===== config.mk =====
export PLATFORM = sky130hd
export DESIGN_NAME = mul_div_unit
export DESIGN_NICKNAME = d
export VERILOG_FILES = /design/src/rtl/riscv_pkg.sv /design/src/rtl/md_divider.sv /design/src/rtl/mul_div_unit.sv
export SDC_FILE = /design/constraint.sdc
export NUM_CORES = 1
export LEC_CHECK = 0
export CAP_MARGIN = 20
export CORE_MARGIN = 2
export CORE_UTILIZATION = 40
export DETAILED_ROUTE_END_ITERATION = 10
export PLACE_DENSITY = 0.63
export SLEW_MARGIN = 20
export SYNTH_ARGS = -nofsm -noshare
export SYNTH_HDL_FRONTEND = slang
export SYNTH_SLANG_ARGS = --single-unit

===== constraint.sdc =====
create_clock -name clk -period 3.3 [get_ports clk]
set_input_delay 0.495 -clock clk [delete_from_list [all_inputs] [get_ports clk]]
set_output_delay 0.495 -clock clk [all_outputs]
set_load 0.005 [all_outputs]

===== src/rtl/riscv_pkg.sv =====
// Shared RV32M execute-unit types: decoder op codes, mul/div FSM states and
// the iteration count of the multi-cycle datapath.
package riscv_pkg;

    localparam int XLEN    = 32;
    localparam int MD_ITER = XLEN;

    typedef enum logic [3:0] {
        MD_MUL    = 4'd0,
        MD_MULH   = 4'd1,
        MD_MULHSU = 4'd2,
        MD_MULHU  = 4'd3,
        MD_DIV    = 4'd4,
        MD_DIVU   = 4'd5,
        MD_REM    = 4'd6,
        MD_REMU   = 4'd7,
        MD_NONE   = 4'hF
    } md_op_e;

    typedef enum logic [1:0] {
        IDLE = 2'd0,
        CALC = 2'd1,
        FIX  = 2'd2,
        DONE = 2'd3
    } md_state_e;

endpackage


===== src/rtl/md_divider.sv =====
// One restoring-division step: shift the next dividend bit into the partial
// remainder, trial-subtract the divisor, keep or restore, shift in a quotient bit.
module md_divider #(
    parameter int XLEN = 32
) (
    input  logic [XLEN:0]   rem_in,
    input  logic [XLEN-1:0] quo_in,
    input  logic [XLEN-1:0] divisor,
    output logic [XLEN:0]   rem_out,
    output logic [XLEN-1:0] quo_out
);

    logic [XLEN+1:0] shifted;
    logic [XLEN+1:0] diff;

    always_comb begin
        shifted = {rem_in, quo_in[XLEN-1]};
        diff    = shifted - {2'b00, divisor};
        // Top bit of the trial difference set means shifted < divisor: restore.
        if (diff[XLEN+1]) begin
            rem_out = shifted[XLEN:0];
            quo_out = {quo_in[XLEN-2:0], 1'b0};
        end else begin
            rem_out = diff[XLEN:0];
            quo_out = {quo_in[XLEN-2:0], 1'b1};
        end
    end

endmodule


===== src/rtl/mul_div_unit.sv =====
// Multi-cycle RV32M unit: 32-step shift-add multiply and restoring divide on
// operand magnitudes, with sign fix-up and a fast path for div-by-zero/overflow.
module mul_div_unit #(
    parameter int XLEN  = 32,
    parameter int CNT_W = $clog2(XLEN)
) (
    input  logic            clk,
    input  logic            rst,
    input  logic            start,
    input  logic [3:0]      mul_div_op,
    input  logic [XLEN-1:0] rs1_data,
    input  logic [XLEN-1:0] rs2_data,
    input  logic            flush,
    output logic [XLEN-1:0] result,
    output logic            done,
    output logic            busy,
    output logic            stall
);

    import riscv_pkg::*;

    // Handshake: start is a one-cycle request, taken (accept) only in IDLE with
    // op[3]=0 and no flush; otherwise it is dropped. done pulses for exactly one
    // cycle with result valid; stall covers the accept cycle and every busy cycle.

    localparam logic [XLEN-1:0] INT_MIN = {1'b1, {(XLEN-1){1'b0}}};
    localparam logic [CNT_W-1:0] LAST_ITER = CNT_W'(XLEN - 1);

    md_state_e         state, state_nxt;
    logic [CNT_W-1:0]  counter;
    md_op_e            op_q;
    logic [XLEN-1:0]   mcand_q;
    logic [XLEN-1:0]   divisor_q;
    logic [XLEN-1:0]   quo_q;
    logic [XLEN:0]     rem_q;
    logic [2*XLEN-1:0] prod_q;
    logic              neg_q;
    logic              neg_rem_q;

    md_op_e            op_in;
    logic              accept;
    logic              is_div_in;
    logic              a_signed, b_signed;
    logic              a_neg, b_neg;
    logic [XLEN-1:0]   a_mag, b_mag;
    logic              div_zero, div_ovf, fast;
    logic [XLEN-1:0]   fast_result;

    logic [XLEN:0]     add_sum;
    logic [2*XLEN-1:0] prod_nxt;
    logic [XLEN:0]     div_rem_nxt;
    logic [XLEN-1:0]   div_quo_nxt;

    logic [2*XLEN-1:0] prod_fix;
    logic [XLEN-1:0]   quo_fix;
    logic [XLEN-1:0]   rem_fix;
    logic [XLEN-1:0]   fix_result;

    // Accept-time operand decode and fast-path detection.
    always_comb begin
        op_in     = md_op_e'(mul_div_op);
        accept    = start && (state == IDLE) && !mul_div_op[3] && !flush;
        is_div_in = mul_div_op[2];
        a_signed  = 1'b0;
        b_signed  = 1'b0;
        case (op_in)
            MD_MUL, MD_MULH, MD_DIV, MD_REM: begin
                a_signed = 1'b1;
                b_signed = 1'b1;
            end
            MD_MULHSU: a_signed = 1'b1;
            default: ;
        endcase
        a_neg    = a_signed && rs1_data[XLEN-1];
        b_neg    = b_signed && rs2_data[XLEN-1];
        a_mag    = a_neg ? -rs1_data : rs1_data;
        b_mag    = b_neg ? -rs2_data : rs2_data;
        div_zero = is_div_in && (rs2_data == '0);
        div_ovf  = ((op_in == MD_DIV) || (op_in == MD_REM)) &&
                   (rs1_data == INT_MIN) && (rs2_data == '1);
        fast     = div_zero || div_ovf;
        // op[1] separates remainder (REM/REMU) from quotient (DIV/DIVU).
        if (div_zero) begin
            fast_result = mul_div_op[1] ? rs1_data : '1;
        end else begin
            fast_result = mul_div_op[1] ? '0 : INT_MIN;
        end
    end

    // Shift-add multiply step: conditionally add the multiplicand into the
    // upper half, then shift the whole product right by one.
    always_comb begin
        add_sum  = prod_q[0] ? ({1'b0, prod_q[2*XLEN-1:XLEN]} + {1'b0, mcand_q})
                             : {1'b0, prod_q[2*XLEN-1:XLEN]};
        prod_nxt = {add_sum, prod_q[XLEN-1:1]};
    end

    md_divider #(.XLEN(XLEN)) u_divider (
        .rem_in  (rem_q),
        .quo_in  (quo_q),
        .divisor (divisor_q),
        .rem_out (div_rem_nxt),
        .quo_out (div_quo_nxt)
    );

    // Sign correction and result selection, consumed in the FIX state.
    always_comb begin
        prod_fix = neg_q ? -prod_q : prod_q;
        quo_fix  = neg_q ? -quo_q : quo_q;
        rem_fix  = neg_rem_q ? -rem_q[XLEN-1:0] : rem_q[XLEN-1:0];
        case (op_q)
            MD_MUL:                        fix_result = prod_fix[XLEN-1:0];
            MD_MULH, MD_MULHSU, MD_MULHU:  fix_result = prod_fix[2*XLEN-1:XLEN];
            MD_DIV, MD_DIVU:               fix_result = quo_fix;
            default:                       fix_result = rem_fix;
        endcase
    end

    always_ff @(posedge clk) begin
        if (rst) begin
            state <= IDLE;
        end else begin
            state <= state_nxt;
        end
    end

    always_comb begin
        state_nxt = state;
        case (state)
            IDLE: begin
                if (accept) begin
                    state_nxt = fast ? DONE : CALC;
                end
            end
            CALC: begin
                if (flush) begin
                    state_nxt = IDLE;
                end else if (counter == LAST_ITER) begin
                    state_nxt = FIX;
                end
            end
            FIX: begin
                state_nxt = flush ? IDLE : DONE;
            end
            DONE: begin
                state_nxt = IDLE;
            end
            default: state_nxt = IDLE;
        endcase
    end

    always_ff @(posedge clk) begin
        if (rst) begin
            counter   <= '0;
            op_q      <= MD_MUL;
            mcand_q   <= '0;
            divisor_q <= '0;
            quo_q     <= '0;
            rem_q     <= '0;
            prod_q    <= '0;
            neg_q     <= 1'b0;
            neg_rem_q <= 1'b0;
            result    <= '0;
        end else if (accept) begin
            counter   <= '0;
            op_q      <= op_in;
            mcand_q   <= a_mag;
            divisor_q <= b_mag;
            quo_q     <= a_mag;
            rem_q     <= '0;
            prod_q    <= {{XLEN{1'b0}}, b_mag};
            neg_q     <= a_neg ^ b_neg;
            neg_rem_q <= a_neg;
            if (fast) begin
                result <= fast_result;
            end
        end else if (state == CALC) begin
            counter <= counter + 1'b1;
            if (op_q[2]) begin
                rem_q <= div_rem_nxt;
                quo_q <= div_quo_nxt;
            end else begin
                prod_q <= prod_nxt;
            end
        end else if ((state == FIX) && !flush) begin
            result <= fix_result;
        end
    end

    assign busy  = (state == CALC) || (state == FIX);
    assign stall = busy || accept;
    assign done  = (state == DONE);

endmodule

Yosys cells after proc, flatten, opt, wreduce, memory -nomap -nowiden
Cells that the tools add are included.
W data, S select, Z words.
- add/subtract/negate cells: 8
- equality and inequality tests: 20
- muxes and demuxes: 30
- bitwise gates (word level): 2
- reduce and logical (&&, ||, !) cells: 33
- operator list (operator ; count):
    $mux W32 ; 17
    $neg A32 Y32 ; 4
    $pmux W32 S3 ; 1
    $mux W33 ; 2
    $eq A32 B32 Y1 const B ; 2
    $mux W64 ; 1
    $neg A64 Y64 ; 1
    $sub A34 B32 Y34 ; 1
    $add A32 B32 Y33 ; 1
    $logic_not A32 Y1 ; 1
    $eq A4 B3 Y1 const B ; 4
    $eq A4 B2 Y1 const B ; 3
    $mux W2 ; 5
    $reduce_and A2 Y1 ; 5
    $logic_and A1 B1 Y1 ; 9
    $eq A4 B1 Y1 const B ; 2
    $logic_not A4 Y1 ; 2
    $pmux W2 S4 ; 1
    $reduce_bool A2 Y1 ; 3
    $add A5 B1 Y5 const B ; 1
    $eq A5 B5 Y1 const B ; 1
    $reduce_or A5 Y1 ; 1
    $eq A2 B2 Y1 const B ; 2
    $logic_or A1 B1 Y1 ; 4
    13 further kinds ; 19
- bits in registers: 238
- input bits: 72
- output and inout port bits: 35
- word-level logic and storage cells: 105

Logic depth before layout (Yosys ltp)
Gate-level depths: netlist of the first run.
- depth in word-level cells: 8
- gate-level depth with buffers: 14
- gate-level depth less buffers: 13

Cells and area by module
From an unflattened synthesis of the first run, not the netlist that was laid out.
- cells, all modules: 2321
- area total of the unflattened synthesis: 18043.6 µm²
- modules (own cells, without submodules) (module ; times used ; cells each ; area an instance (µm²)):
    mul_div_unit ; 1 ; 1984 ; 15597.5
    md_divider ; 1 ; 337 ; 2446.1

Worst setup path before layout of the first run
No wires, ideal clock.
- kind: input port to flip-flop
- from: in rs2_data[10]
- to: reg result[6]
- library setup time: 0.132 ns
- arrival: 3.097 ns
- slack: 0.072 ns
- cell stages on the path: 11
- cells stage by stage: or4_1 or4_1 or3_1 nor3_2 o21bai_1 nand2_1 nand2_1 nor2_1 clkbuf_1 nand2_1 o21ai_0
- cells in the longest elaborated chain, start to end: 5
- RTL lines (what ; RTL line ; source):
    start, declared ; mul_div_unit.sv:12 ; input logic [XLEN-1:0] rs2_data,
    $eq A32 B32 Y1 / $logic_not A32 Y1 (equally long branches) ; mul_div_unit.sv:80, mul_div_unit.sv:78 ;
    $logic_and A1 B1 Y1 (on tied branches) ; mul_div_unit.sv:80, mul_div_unit.sv:78 ;
    $logic_or A1 B1 Y1 / $mux W32 (equally long branches) ; mul_div_unit.sv:81, mul_div_unit.sv:83 ;
    $ne A2 B1 Y1 (no source line) / $mux W32 (equally long branches) ; -- ;
    $reduce_and A3 Y1 (no source line) / $mux W32 (equally long branches) ; -- ;
    end signal, assigned ; mul_div_unit.sv:175 ; result <= fast_result;
    end signal, assigned ; mul_div_unit.sv:186 ; result <= fix_result;
    end, declared ; mul_div_unit.sv:14 ; output logic [XLEN-1:0] result,
Several ways; a longest one is shown, not always the timed one. The select of a mux whose other input is x is not followed.
A chain may end at the register's enable or synchronous reset.

Worst setup path after layout of the first run
- from: reg quo_q[12]
- to: reg result[29]
- cells in the longest elaborated chain, start to end: 6
- RTL lines (what ; RTL line ; source):
    start, declared ; mul_div_unit.sv:34 ; logic [XLEN-1:0] quo_q;
    start signal, assigned ; mul_div_unit.sv:169 ; quo_q <= a_mag;
    start signal, assigned ; mul_div_unit.sv:181 ; quo_q <= div_quo_nxt;
    $neg A32 Y32 ; mul_div_unit.sv:109 ; quo_fix = neg_q ? -quo_q : quo_q;
    $mux W32 ; mul_div_unit.sv:109 ;
    $pmux W32 S3 ; mul_div_unit.sv:111 ; case (op_q)
    $mux W32 ; mul_div_unit.sv:185 ; end else if ((state == FIX) && !flush) begin
    $mux W32 ; mul_div_unit.sv:177 ; end else if (state == CALC) begin
    $mux W32 ; mul_div_unit.sv:164 ; end else if (accept) begin
Every way passes these cells. The select of a mux whose other input is x is not followed.

==> results of run 1 <==
-- area by class of cell --
| cell class | count | share of cell area |
|---|---|---|
| diodes | 2 | 0.0002228 |
| clock buffers | 37 | 0.03721 |
| clock inverters | 16 | 0.01187 |
| multi-input cells | 1842 | 0.5532 |
| inverters | 76 | 0.01270 |
| well taps | 592 | 0.03298 |
| repair buffers | 363 | 0.1395 |
| flip-flops and latches | 238 | 0.2123 |
-- worst reg2reg max path, delay by kind of cell, from the launching register on --
family | cells | cell delay [ns]
AND/OR/NAND/NOR | 4 | 1.85
AO/OA/AOI/OAI | 3 | 0.69
flip-flops | 1 | 0.32
buffers and inverters | 1 | 0.16
XOR/XNOR | 1 | 0.12
-- power groups by stage --
| stage | clock network [W] | registers [W] | logic [W] |
|---|---|---|---|
| 2_1_floorplan | 0 | 0.00358 | 0.00379 |
| 3_3_place_gp | 0 | 0.00361 | 0.00616 |
| 3_5_place_dp | 0 | 0.00362 | 0.00626 |
| 4_1_cts | 0.00375 | 0.00356 | 0.00633 |
| 5_1_grt | 0.00387 | 0.00361 | 0.00713 |
| 6_report | 0.00371 | 0.00358 | 0.00664 |
-- routing by layer --
metal	global-route usage	up-vias	share of wire
li1	-	8949	-
met1	0.3763	8922	0.45
met2	0.4486	667	0.45
met3	0.03986	137	0.066
met4	0.1030	0	0.038
met5	0	-	0
-- cells by family (layout without fill, tap and decap cells) --
kind of cell,Yosys count,after routing,synth area share
other,0,2,0
multiplexers,93,93,0.05252
flip-flops,238,238,0.2688
AND/OR/NAND/NOR,623,623,0.1720
AO/OA/AOI/OAI,826,826,0.2950
adder cells (fa/ha/maj),79,79,0.05661
XOR/XNOR,221,221,0.1092
buffers and inverters,214,492,0.04588
-- per-stage QoR --
stage / setup TNS, ns / hold WS (ns)
floorplan: 0 / 0.4268
global placement: -15.99 / 0.4358
CTS: 0 / 0.3177
detailed placement: -19.35 / 0.4420
finish: 0 / 0.3262
global route: -0.07101 / 0.3386
-- timing repair --
| item | CTS | global route |
|---|---|---|
| setup buffers | 1 | 1 |
| pin swaps | 3 | 6 |
| gates cloned | 0 | 1 |
| endpoints found under the setup margin | 32 | 59 |
| resized for setup | 4 | 40 |
-- registers in the layout (all words and copies together) (netlist names) --
register and count:
prod_q 64, rem_q 33, divisor_q 32, mcand_q 32, quo_q 32, result 32
counter 5, op_q 4, state 2, neg_q 1, neg_rem_q 1
-- final timing paths --
check / end / slack (ns) / depth (start not counted)
max: result[29]$_SDFFE_PP0P_ / 0.04 / 9
min: prod_q[31]$_SDFFE_PP0P_ / 0.33 / 2
max reg2reg: result[29]$_SDFFE_PP0P_ / 0.04 / 9
min reg2reg: result[17]$_SDFFE_PP0P_ / 0.45 / 2
-- cell usage in the layout, fill, tap and decap left out, types with 18 or more instances in the layout --
cell	instances
a211oi_1	47
clkdlybuf4s50_1	105
ha_1	76
or3_1	31
a21o_1	28
nand2_1	187
a21oi_1	224
clkbuf_16	30
o31ai_1	42
inv_1	76
o21a_1	32
xnor2_1	127
dfxtp_1	235
nand3_1	37
a31oi_1	30
nor2_1	160
a21boi_0	62
xor2_1	92
nor3_1	45
mux2i_1	93
nor4_1	18
o21ai_0	195
or4_1	18
nand2b_1	24
buf_4	246
==> impl_metrics.toml, run 1 <==
[detailed_routing]
vias = 18675
route.detailed.drc = 0
wl_per_cell_microns = 21.02
drtAntennaViolNets = 0
initialDrtViolationCount = 1652
drt_first_pass_iters = 6
viasPerCell = 5.899
wl_microns = 66540

[worst_setup_path]
worstSetupStartpoint = "quo_q[12]$_SDFFE_PP0P_"
arrival_ns = 3.72
slowest_stage = "or4_4"
timing.rr.start = "quo_q[12]$_SDFFE_PP0P_"
cp_top_family = "simple AND/OR/NAND/NOR gates"
crit_path_frequent_cell = "or4_4"
path_cells = "or4_4 -> or3_4 -> or4_4 -> or4_4 -> buf_6 -> o41ai_4 -> xnor2_2 -> a221oi_2 -> o31ai_1"
cp.buffers_inverters = 1
cp.required_ns = 3.76
crit_path_max_incr_delay_ns = 0.55
crit_fanout = 4
cp-start-kind = "register"
critPathKind = "register to register"
cp-end-kind = "register"

[power]
p_leak_nw = 8.863
powerDensity_nw_per_um2 = 620.1
p_sw_frac = 0.3968
pwr-share-seq = 0.257
combPwrFrac = 0.476
p_switching_w = 0.005527
power.total_w = 0.01393
p_int_w = 0.008401
irDropWorstVdd_mv = 0.5192
clkPwrFrac = 0.267

[layout]
fin_util = 0.5113
fin_area_sq_um = 22460
fill_cells = 4236
regArea_sq_um = 4768
multi_input_area_sq_um = 12420
layout.nets = 2701
instances_no_fill = 3166
drive_gt1_frac = 0.1501
areaGrowthSynthToFinish_pct = 26.72

[floorplanning]
ios = 107
initial_core_util = 0.4035
dieArea_sq_um = 46010
rows = 77
die_w_microns = 214.5
core_area_sq_um = 43930
die-height_microns = 214.5

[timing]
fin_crit_ns = 3.264
max_freq_mhz = 306.4
finalSetupViolCount = 0
worst_slack_ns = 0.03618
tightest_slew_ns = 0.7937
skew_ns = 0.03941
period_share = 0.9890
slew_headroom = 0.4689
rsz0062_at_grt = "yes"
maxSlewViolCount = 0
finalHoldViolations = 0

[place]
gp_congestion = 0.9687
port_buffers = 106
post-place-ws_ns = -0.4383
place_inst = 3108
placed_cell_area_sq_um = 21100
dp_hpwl_microns = 51040

[global_routing]
grtUsageTotal = 0.2779
grt_max_degree = 84
grt_overflow = 0
grt_pass1_wl_microns = 102100
antenna_found_initial = 2
grt_pass1_vias = 17572

[clocking]
tritoncts = "built"
cts_root_buf = "clkbuf_16"
h-tree-depth = 1
insertion_delay_ns = 0.59
holdBufCountCts = 0
clock_path_buffers = 3
cts_buffers = 29
clkTransAtPathRegs_ns = 0.06
cts_sinks = 238

[yosys]
synthCells = 2294
synth_top_cell_by_area = "dfxtp_1"
synth-seq-area-share = 0.2688
synth-seq-cells = 238
yosysWarnings = 0
synth.top_cells.by_count = "dfxtp_1 (238), a21oi_1 (226), o21ai_0 (199)"
async_reset_ff_frac = 0
synth.cell_area_sq_um = 17720
syn-num-nets = 2445
synth_edf_count = 0
synth.most_common_cell = "dfxtp_1"
ys_top_cells_by_area = "dfxtp_1 (27%), a21oi_1 (6.4%), xnor2_1 (6.3%)"
synth_flop_cell = "dfxtp_1"
synth_cell_type_count = 77
yosys.area.top_type_share = 0.2688
avgSynthCellArea_sq_um = 7.726

[worst_hold_path]
hp-class = "input pin to register"
min_from = "rst"

[status]
outcome = "complete, no violations"

[flow_run]
maxCapViolations = 0
Note: power is estimated with default switching activity, not from simulation.
==> inputs of run 2 (changes only) <==
--- a/config.mk
+++ b/config.mk
@@ -6,7 +6,6 @@
 export NUM_CORES = 1
 export LEC_CHECK = 0
 export CAP_MARGIN = 20
-export CORE_MARGIN = 2
 export CORE_UTILIZATION = 40
 export DETAILED_ROUTE_END_ITERATION = 10
 export PLACE_DENSITY = 0.63
==> run 2 against run 1 <==
  * Clock-buffer cell count up 7
  * Critical path depth unchanged
  * Sequential power about the same
  * Utilization down 0.25 points
  * Largest cell class unchanged
  * Die area down 1.9%
  * Routed wire length down 1.5%
  * Clock power down 14%
  * Via count up 0.60%
  * Critical endpoint is now result[25]$_SDFFE_PP0P_
  * Highest routed layer unchanged
  * Cell count down 0.95%
  * Critical path type unchanged
  * Register-to-register slack better by 0.05 ns
==> impl_metrics.toml, run 2 (synthesis results as in run 1) <==
[clocking]
cts_buffers = 29
insertion_delay_ns = 0.60
clkTransAtPathRegs_ns = 0.06
cts_sinks = 238
holdBufCountCts = 0
clock_path_buffers = 3
cts_root_buf = "clkbuf_16"
tritoncts = "built"
h-tree-depth = 1

[layout]
fin_area_sq_um = 22060
regArea_sq_um = 4767
fill_cells = 4254
reg_top3 = "prod_q (64), rem_q (33)"
largest_register_ffs = 64
fin_util = 0.5087
layout_common_cells = "dfxtp_1 (236), buf_4 (229), a21oi_1 (222)"
multi_input_area_sq_um = 12420
largest-register = "prod_q"
drive_gt1_frac = 0.1399
layout.nets = 2680
final_common_cell = "dfxtp_1"
areaGrowthSynthToFinish_pct = 24.46
diodes = 0

[floorplanning]
die_w_microns = 212.5
dieArea_sq_um = 45160
initial_core_util = 0.4088
core_area_sq_um = 43360
ios = 107
die-height_microns = 212.5
rows = 76

[power]
powerDensity_nw_per_um2 = 595.1
p_leak_nw = 8.654
irDropWorstVdd_mv = 0.4322

[global_routing]
grtUsageTotal = 0.2862
grt_overflow = 0
antenna_found_initial = 0
grt_pass1_wl_microns = 100700
grt_pass1_vias = 17690
grt_max_degree = 61

[worst_hold_path]
hp-class = "input pin to register"

[detailed_routing]
vias = 18787
wl_per_cell_microns = 20.90
drtAntennaViolNets = 0
initialDrtViolationCount = 1923
viasPerCell = 5.991
drt_first_pass_iters = 7
wl_microns = 65540
route.detailed.drc = 0

[timing]
slew_headroom = 0.2487
maxSlewViolCount = 0
finalHoldViolations = 0
skew_ns = 0.03657
rsz0062_at_grt = "yes"
period_share = 0.9753
fin_crit_ns = 3.219
max_freq_mhz = 310.7
tightest_slew_ns = 1.121
finalSetupViolCount = 0

[worst_setup_path]
crit_fanout = 5
critPathKind = "register to register"
cp.required_ns = 3.76
cp-start-kind = "register"
arrival_ns = 3.68
cp-end-kind = "register"

[place]
gp_congestion = 0.9808
placed_cell_area_sq_um = 20920
dp_hpwl_microns = 49890
port_buffers = 106

[status]
outcome = "complete, no violations"

[flow_run]
maxCapViolations = 0
-- run 2: cell count changes in the layout (fill, tap and decap cells not counted), moves of 3 or more --
cell | previous run | this run
buf_4 | 246 | 229
clkbuf_1 | 0 | 10
bufinv_16 | 7 | 1
clkbuf_8 | 8 | 5
or3_1 | 31 | 28
or3_4 | 2 | 5
-- run 2: layer usage --
layer  up-vias  part of all wire  global-route usage  wire length, microns
li1       8864                 -                   -                     -
met1      8910              0.44              0.3932                 29000
met2       863              0.44              0.4501                 28770
met3       150             0.079             0.04003                  5180
met4         0             0.039              0.1121                  2577
met5         -                 0                   0                     0
-- run 2: metrics by stage --
step	setup WS, ns	std cells	hold WS [ns]	power (W)	setup TNS [ns]
after CTS	0.005548	3133	0.3067	0.01288	0
after global routing	-0.03445	3136	0.3231	0.01377	-0.1158
after detailed placement	-0.5017	3080	0.4413	0.009656	-17.94
after global placement	-0.3887	3080	0.4425	0.009566	-16.06
final	0.08143	3136	0.3290	0.01313	0
after floorplan	0.07176	2294	0.4268	0.007366	0
-- run 2: timing repair --
action                                  in CTS  in global routing
buffers inserted                             0                  3
pin swaps                                    1                  9
endpoints found under the setup margin       6                 47
resized for setup                            9                 35
hold endpoints to repair                     0                  0
-- run 2: where the power goes --
| part | leakage (nW) | internal (W) | switching, W |
|---|---|---|---|
| combinational | 6.26 | 0.00268 | 0.00367 |
| clock | 0.457 | 0.00182 | 0.00138 |
| sequential | 1.93 | 0.00322 | 0.000360 |
-- run 2: critical path: stages, from the launching register on --
cell and delay (ns):
dfxtp_1 0.31, or4_1 0.61, nand2b_1 0.23, or3_1 0.47, or4_4 0.60, nor3_2 0.22
nor4b_1 0.09, a311o_1 0.32, o211ai_1 0.17, a21oi_1 0.09
-- run 2: final timing paths --
kind | to | depth (start not counted) | slack [ns] | from
worst min-delay path | quo_q[29]$_SDFFE_PP0P_ | 2 | 0.33 | rst
worst max register to register | result[25]$_SDFFE_PP0P_ | 9 | 0.08 | quo_q[3]$_SDFFE_PP0P_
worst max-delay path | result[25]$_SDFFE_PP0P_ | 9 | 0.08 | quo_q[3]$_SDFFE_PP0P_
worst min register to register | result[13]$_SDFFE_PP0P_ | 2 | 0.45 | result[13]$_SDFFE_PP0P_
-- run 2: final cells by class --
class	count	area share
sequential	238	0.2161
inverter	76	0.01293
clock buffer	44	0.03772
multi-input combinational	1842	0.5632
tap	585	0.03318
clock inverter	9	0.004027
timing repair buffer	342	0.1328
